<file path="src/rtl/counter_seq_pkg.sv">
// Purpose: shared types for the counter sequencer (FSM state encoding).
// Latency: n/a (types only).
// Backpressure: n/a.
package counter_seq_pkg;

  typedef enum logic [2:0] {
    IDLE  = 3'd0,
    CLEAR = 3'd1,
    RUN   = 3'd2,
    DONE  = 3'd3,
    ABORT = 3'd4
  } seq_state_e;

endpackage

</file>
<file path="src/rtl/counter_sequencer_tick_gen.sv">
// Purpose: gap prescaler; tick fires once every gap+1 enabled cycles.
// Latency: tick is combinational from the prescaler register and en.
// Backpressure: en low freezes the prescaler and suppresses tick.
//
// Ports:
//   clk, rstn : clock, async active-low reset
//   clr       : synchronous reload to zero (takes priority)
//   en        : advance enable (low = pause)
//   gap       : terminal value; tick when prescaler == gap
//   tick      : increment strobe
module tick_gen #(
  parameter int GAP_W = 4
) (
  input  logic             clk,
  input  logic             rstn,
  input  logic             clr,
  input  logic             en,
  input  logic [GAP_W-1:0] gap,
  output logic             tick
);

  logic [GAP_W-1:0] r_cnt;

  assign tick = (r_cnt == gap) && en;

  // r_cnt never passes gap: it reloads on tick and holds while disabled.
  always_ff @(posedge clk or negedge rstn) begin
    if (!rstn) begin
      r_cnt <= '0;
    end else if (clr || tick) begin
      r_cnt <= '0;
    end else if (en) begin
      r_cnt <= r_cnt + 1'b1;
    end
  end

endmodule

</file>
<file path="src/rtl/counter_sequencer.sv">
// Purpose: command-driven controller that clears the shared up-counter and steps it to a target.
// Latency: accept cyc 0, clear cyc 1, incr every gap+1 RUN cycles, done 1 cycle after target seen.
// Backpressure: cmd_ready only in IDLE; pause freezes stepping; abort cancels (done wins on tie).
//
// Ports:
//   clk, rstn              : clock, async active-low reset
//   cmd_valid/cmd_ready    : command handshake carrying cmd_target, cmd_gap
//   pause, abort           : freeze / cancel the active command
//   count_reg              : registered value from the counter
//   cnt_rst, cnt_incr      : counter controls (rst has priority inside the counter)
//   busy, done, aborted    : status; done/aborted are 1-cycle pulses
module counter_sequencer
  import counter_seq_pkg::*;
#(
  parameter int WIDTH = 8,
  parameter int GAP_W = 4
) (
  input  logic             clk,
  input  logic             rstn,
  input  logic             cmd_valid,
  output logic             cmd_ready,
  input  logic [WIDTH-1:0] cmd_target,
  input  logic [GAP_W-1:0] cmd_gap,
  input  logic             pause,
  input  logic             abort,
  input  logic [WIDTH-1:0] count_reg,
  output logic             cnt_rst,
  output logic             cnt_incr,
  output logic             busy,
  output logic             done,
  output logic             aborted
);

  seq_state_e       r_state;
  seq_state_e       w_state_nxt;
  logic [WIDTH-1:0] r_target;
  logic [GAP_W-1:0] r_gap;
  logic             w_tick;
  logic             w_tick_clr;
  logic             w_tick_en;
  logic             w_at_target;

  // Prescaler restarts from zero every time RUN is entered.
  assign w_tick_clr  = (r_state != RUN);
  assign w_tick_en   = !pause;
  assign w_at_target = (count_reg == r_target);

  tick_gen #(.GAP_W(GAP_W)) u_tick_gen (
    .clk  (clk),
    .rstn (rstn),
    .clr  (w_tick_clr),
    .en   (w_tick_en),
    .gap  (r_gap),
    .tick (w_tick)
  );

  always_ff @(posedge clk or negedge rstn) begin
    if (!rstn) begin
      r_state  <= IDLE;
      r_target <= '0;
      r_gap    <= '0;
    end else begin
      r_state <= w_state_nxt;
      if (r_state == IDLE && cmd_valid) begin
        r_target <= cmd_target;
        r_gap    <= cmd_gap;
      end
    end
  end

  always_comb begin
    w_state_nxt = r_state;
    cnt_incr    = 1'b0;
    case (r_state)
      IDLE:  if (cmd_valid) w_state_nxt = CLEAR;
      CLEAR: w_state_nxt = abort ? ABORT : RUN;
      RUN: begin
        // Reaching the target beats a simultaneous abort; never step past it.
        if (w_at_target) begin
          w_state_nxt = DONE;
        end else if (abort) begin
          w_state_nxt = ABORT;
        end else begin
          cnt_incr = w_tick;
        end
      end
      DONE:    w_state_nxt = IDLE;
      ABORT:   w_state_nxt = IDLE;
      default: w_state_nxt = IDLE;
    endcase
  end

  // Counter is held clear while this block is in reset.
  assign cnt_rst   = !rstn || (r_state == CLEAR);
  assign cmd_ready = (r_state == IDLE);
  assign busy      = (r_state != IDLE);
  assign done      = (r_state == DONE);
  assign aborted   = (r_state == ABORT);

endmodule

</file>
<file path="config.mk">
export PLATFORM = sky130hd
export DESIGN_NAME = counter_sequencer
export DESIGN_NICKNAME = d
export VERILOG_FILES = /design/src/rtl/counter_seq_pkg.sv /design/src/rtl/counter_sequencer_tick_gen.sv /design/src/rtl/counter_sequencer.sv
export SDC_FILE = /design/constraint.sdc
export NUM_CORES = 1
export LEC_CHECK = 0
export ABC_AREA = 1
export BUFFER_PORTS_ARGS = -buffer_cell sky130_fd_sc_hd__clkbuf_2
export CORE_UTILIZATION = 45
export CTS_CLUSTER_DIAMETER = 30
export DETAILED_ROUTE_END_ITERATION = 6
export PLACE_DENSITY = 0.76
export SYNTH_ARGS = -nofsm -noshare
export SYNTH_HDL_FRONTEND = slang
export SYNTH_SLANG_ARGS = --single-unit
</file>
<file path="constraint.sdc">
create_clock -name clk -period 1.3 [get_ports clk]
set_input_delay 0.065 -clock clk [delete_from_list [all_inputs] [get_ports clk]]
set_output_delay 0.065 -clock clk [all_outputs]
set_load 0.05 [all_outputs]
</file>
# Yosys cells after proc, flatten, opt, wreduce, memory -nomap -nowiden
# Cells that the tools add are included.
# W data, S select, Z words.
dict set report word_totals {
  reg_bits 19
  in_bits 25
  out_inout_bits 6
  elab_cells 34
}
dict set report op_classes {
  addsub 1
  n_eq_ne 10
  n_mux 10
  n_reduce_logical 9
}
# op count
set op_table {}
lappend op_table {{$mux W3} 4}
lappend op_table {{$pmux W3 S3} 1}
lappend op_table {{$eq A8 B8 Y1} 1}
lappend op_table {{$mux W4} 2}
lappend op_table {{$eq A3 B2 Y1 const B} 2}
lappend op_table {{$add A4 B1 Y4 const B} 1}
lappend op_table {{$eq A4 B4 Y1} 1}
lappend op_table {{$eq A3 B1 Y1 const B} 1}
lappend op_table {{$eq A3 B3 Y1 const B} 1}
lappend op_table {{$logic_not A3 Y1} 1}
lappend op_table {{$mux W1} 3}
lappend op_table {{$ne A3 B2 Y1 const B} 1}
lappend op_table {{$ne A3 B3 Y1 const B} 1}
lappend op_table {{$reduce_bool A3 Y1} 1}
lappend op_table {{$logic_and A1 B1 Y1} 2}
lappend op_table {{$logic_not A1 Y1} 2}
lappend op_table {{$logic_or A1 B1 Y1} 2}
lappend op_table {{$ne A2 B1 Y1 const B} 1}
lappend op_table {{$ne A2 B2 Y1 const B} 1}
lappend op_table {{$reduce_and A2 Y1} 1}

# Longest topological paths before layout
dict set report logic_depth {
  depth_word 5
  mapped_depth 9
  ltp_nobuf 9
}

# Modules after synthesis
# A second synthesis with hierarchy kept.
dict set report hier_totals {
  hier_cells 134
  area_unflattened_um2 1134.8
}
# module n_inst cells_each area_per_inst_um2 seq_area_each_um2
set by_module_without_submodules {}
lappend by_module_without_submodules {counter_sequencer 1 97 867.1 375.4}
lappend by_module_without_submodules {tick_gen 1 37 267.8 100.1}

# Worst setup path after synthesis
# No wires, ideal clock.
dict set report synth_timing {
  path_kind {flip-flop to output port}
  startpoint {reg r_state[0]}
  endpoint {out aborted}
  t_arrival_ns 1.583
  t_required_ns 1.235
  slack_ns -0.348
  path_stages_with_launch 2
  n_path_buf 0
  path_cell_list {dfrtp_1 -> nor3b_1}
}
dict set report synth_via {
  elab_chain_cells 1
}
# element line_no
set synth_rtl {}
lappend synth_rtl {{start, declared} counter_sequencer.sv:34} ;# seq_state_e r_state;
lappend synth_rtl {{start signal, assigned} counter_sequencer.sv:63} ;# r_state <= w_state_nxt;
lappend synth_rtl {{$eq A3 B3 Y1} counter_sequencer.sv:98} ;# assign aborted = (r_state == ABORT);
lappend synth_rtl {{end, declared} counter_sequencer.sv:31} ;# output logic aborted
# Every way passes these cells.

# Worst setup path after layout
dict set report layout_timing {
  startpoint {reg r_target[7]}
  endpoint {out cnt_incr}
}
dict set report layout_via {
  elab_chain_cells 3
}
# element line_no
set layout_rtl {}
lappend layout_rtl {{start, declared} counter_sequencer.sv:36} ;# logic [WIDTH-1:0] r_target;
lappend layout_rtl {{start signal, assigned} counter_sequencer.sv:65} ;# r_target <= cmd_target;
lappend layout_rtl {{$eq A8 B8 Y1} counter_sequencer.sv:46} ;# assign w_at_target = (count_reg == r_target);
lappend layout_rtl {{$mux W1} counter_sequencer.sv:79} ;# if (w_at_target) begin
lappend layout_rtl {{$mux W1} counter_sequencer.sv:74} ;# case (r_state)
lappend layout_rtl {{end, declared} counter_sequencer.sv:28} ;# output logic cnt_incr,
# Every way passes these cells.

==> metrics.json <==
{
  "outcome": {
    "status": "finished, violations left",
    "violations_in_the_final_reports": "negative setup slack"
  },
  "drt": {
    "routed_wirelength_um": 2810,
    "drc_violation_total_after_the_first_tritonroute_iteration": 25,
    "antenna_violating_nets_post_route": 0,
    "drt_pass1_iterations": 4,
    "routed-via-count": 1051,
    "route.detailed.vias_per_inst": 4.87,
    "wire_per_inst_um": 13.0,
    "remaining_drc_errors": 0
  },
  "sta": {
    "period_minus_slack_ns": 1.58,
    "final-max-slew-violation-count": 0,
    "fmaxAchievable_ghz": 0.635,
    "timing.final.crit_share_pct": 121,
    "timing_worst_slew_pin_value_ns": 0.296,
    "timing.max_slew.rel_slack_pct": 80.2,
    "worst_slack_ns": -0.276,
    "fin_worst_skew_ns": 0.00779,
    "fin_tns_setup_ns": -1.90,
    "final-setup-viol-count": 20,
    "timing.final.hold_violations": 0,
    "holdWs_ns": 0.00134,
    "rsz_0062_raised_after_global_routing": "yes"
  },
  "hold_path": {
    "hold_path_end": "u_tick_gen.r_cnt[1]",
    "hold_start": "pause",
    "holdCritPathClass": "in2reg",
    "min_delay_path_depth": 3
  },
  "logic_synthesis": {
    "mappedNetlistNets": 144,
    "post_synth_fa_ha_maj_area_fraction_pct": 1.15,
    "synth.area.mux_share_pct": 9.70,
    "ys_types": 22,
    "synth-warning-count": 0,
    "syn_area_per_cell_um2": 9.18,
    "xor_xnor_fraction_of_synth_area_pct": 8.08,
    "synth_compound_gate_area_share_pct": 4.97,
    "synth_largest_area_cell": "dfrtp_1",
    "synth_top_flop_cell": "dfrtp_1",
    "yosys.cell_count.top_type": "nand2_1",
    "synthArstFlopShare_pct": 100,
    "synth.cell_area_mm2": 0.00108,
    "synth_top_family_by_area": "simple AND/OR/NAND/NOR gates",
    "synth_top_cell_area_share_pct": 43.9,
    "synth_top_cells_by_count": "nand2_1 (28), dfrtp_1 (19), inv_1 (13)",
    "area_fraction_in_and_or_nand_and_nor_cells_after_synthesis_pct": 24.7,
    "post_synth_inst_count": 118,
    "synth_enable_flop_cells": 0,
    "proportion_of_synthesized_chip_area_in_sequential_cells_pct": 43.9,
    "synth_top_cells_by_area": "dfrtp_1 (44%), mux2_4 (9.7%), nand2_1 (9.7%)",
    "synth_seq_cells": 19
  },
  "global_route": {
    "track_usage_pct": 22.6,
    "number_of_antenna_violations_at_the_first_check_in_global_routing": 0,
    "grt_max_degree": 20,
    "grt.overflow.total": 0,
    "grt_pass1_wl_um": 4200,
    "first_global_vias": 1006
  },
  "cells_and_area": {
    "nNetsFinal": 215,
    "area_growth_pct": 67.2,
    "postLayoutCellArea_mm2": 0.00181,
    "n_antenna_cell": 0,
    "fraction_of_final_layout_cells_sized_beyond_drive_strength_1_pct": 54.8,
    "number_of_fill_cells_in_the_layout": 131
  },
  "clock_network": {
    "cts_inserted_buffers": 3,
    "clkSlewWorstSetupHoldPaths_ns": 0.12,
    "max-clock-path-buffers": 2,
    "cts_tree": "built",
    "clock-sinks": 19,
    "root_buffer": "clkbuf_4",
    "clock_tree.htree_level_count": 1,
    "clock_insertion_delay_at_the_later_pin_of_the_skew_report_ns": 0.31
  },
  "die": {
    "rows": 17,
    "die-area_mm2": 0.00261,
    "die_y_um": 51.1,
    "die_w_um": 51.1,
    "floorplan.initialDensity_pct": 48.5,
    "count_of_pins_on_the_block_boundary": 31,
    "fp.coreArea_mm2": 0.00223
  },
  "critical_path": {
    "r2r_cells": 10,
    "path_class": "reg2out",
    "timing.critical_path.arrival_ns": 1.51,
    "crit-reg2reg-capture": "r_state[2]",
    "crit_path_frequent_cell": "nand2_1",
    "worstSetupEndpointType": "output port",
    "setup.worst_path.start_class": "register",
    "max_stage_delay_ns": 0.42,
    "regToRegStartpoint": "r_target[7]",
    "cpMaxStageDelayCell": "dfrtp_1",
    "reg2reg_setup_slack_ns": -0.12,
    "maximum_fanout_along_the_worst_path": 2,
    "cp_cell_sequence": "inv_2 -> nand2_1 -> nand2_1 -> nand2_1 -> nor2_2 -> nand2_2 -> nand3_4 -> nor2_4 -> buf_8",
    "timing.critical_path.required_ns": 1.24
  },
  "pwr": {
    "pwr_density_cell_mw_per_mm2": 2110,
    "vdd.ir_drop.worst_v": 0.00189,
    "power.leakage_nw": 0.916
  },
  "placement": {
    "postPlaceCellArea_mm2": 0.00138,
    "routabilityCongestion": 0.874,
    "io_buffer_count": 30,
    "dp.final_hpwl_um": 1670
  },
  "run": {
    "cap_violations": 0
  }
}
-- registers in the layout, indices dropped and copies added (netlist names) --
name / flops
r_gap: 4
r_state: 3
r_target: 8
u_tick_gen.r_cnt: 4
-- stage by stage --
| stage | total power, W | util (%) | cells | worst slack (ns) |
|---|---|---|---|---|
| floorplan | 0.00224 | - | 118 | -0.0805 |
| global placement | 0.00262 | 61.7 | 185 | -0.0160 |
| detailed placement | 0.00268 | 61.7 | 185 | -0.0299 |
| CTS | 0.00343 | 75.1 | 209 | -0.242 |
| global route | 0.00404 | 81.1 | 216 | -0.343 |
| finish | 0.00382 | 81.1 | 216 | -0.276 |
-- cell usage in the layout, fill, tap and decap left out, types with 5 or more instances in the layout --
cell / n
nor2_4: 7
dlygate4sd3_1: 10
nand2_1: 26
xor2_1: 5
mux2_4: 7
buf_8: 5
nor2_1: 7
buf_6: 6
a21oi_2: 6
xnor2_1: 5
clkbuf_2: 24
inv_1: 8
inv_2: 8
buf_4: 19
dfrtp_1: 16
-- final cells by class --
class | count | area, um2 | area share, %
Tap cell | 28 | 35.0 | 1.93
Timing Repair Buffer | 66 | 551 | 30.4
Multi-Input combinational cell | 82 | 649 | 35.8
Inverter | 17 | 71.3 | 3.94
Clock buffer | 4 | 26.3 | 1.45
Sequential cell | 19 | 479 | 26.5
-- critical path, delay by kind of cell, from the launching register on --
family / cells / cell delay [ns]
AND/OR/NAND/NOR: 7 / 0.57
flip-flops: 1 / 0.42
buffers and inverters: 2 / 0.23
-- cell families after synthesis --
kind of cell	after synthesis
AND/OR/NAND/NOR	56
flip-flops	19
adder cells (fa/ha/maj)	1
XOR/XNOR	10
AO/OA/AOI/OAI	7
buffers and inverters	18
multiplexers	7
-- how the worst max path moves through the flow --
stage	endpoint	start	slack, ns
detailed placement	cnt_incr	r_target[6]	-0.03
finish	cnt_incr	r_target[7]	-0.28
global route	cnt_incr	r_target[1]	-0.34
floorplan	r_gap[0]	r_state[0]	-0.08
global placement	cnt_incr	r_target[6]	-0.02
CTS	cnt_incr	r_target[3]	-0.24
-- metal layers --
layer | up-vias | routed length, um | GRT usage, %
li1 | 511 | - | -
met2 | 36 | 1540 | 41.9
met5 | - | 0 | 0
met3 | 7 | 105 | 4.17
met4 | 0 | 67 | 11.6
met1 | 497 | 1090 | 24.0
-- where the power goes --
| group | internal (W) | switching (W) |
|---|---|---|
| Clock | 0.000120 | 0.000203 |
| Combinational | 0.00126 | 0.00120 |
| Sequential | 0.000831 | 0.000205 |
| Total | 0.00221 | 0.00161 |
-- what timing repair did --
item	in CTS	in global routing
buffers inserted	10	9
cloned	1	0
endpoints found under the setup margin	8	20
endpoints found under the hold margin	27	1
hold buffers	9	1
pin swaps	6	12
gates resized for setup	23	26
No activity file was read; power rests on OpenSTA's default activity.
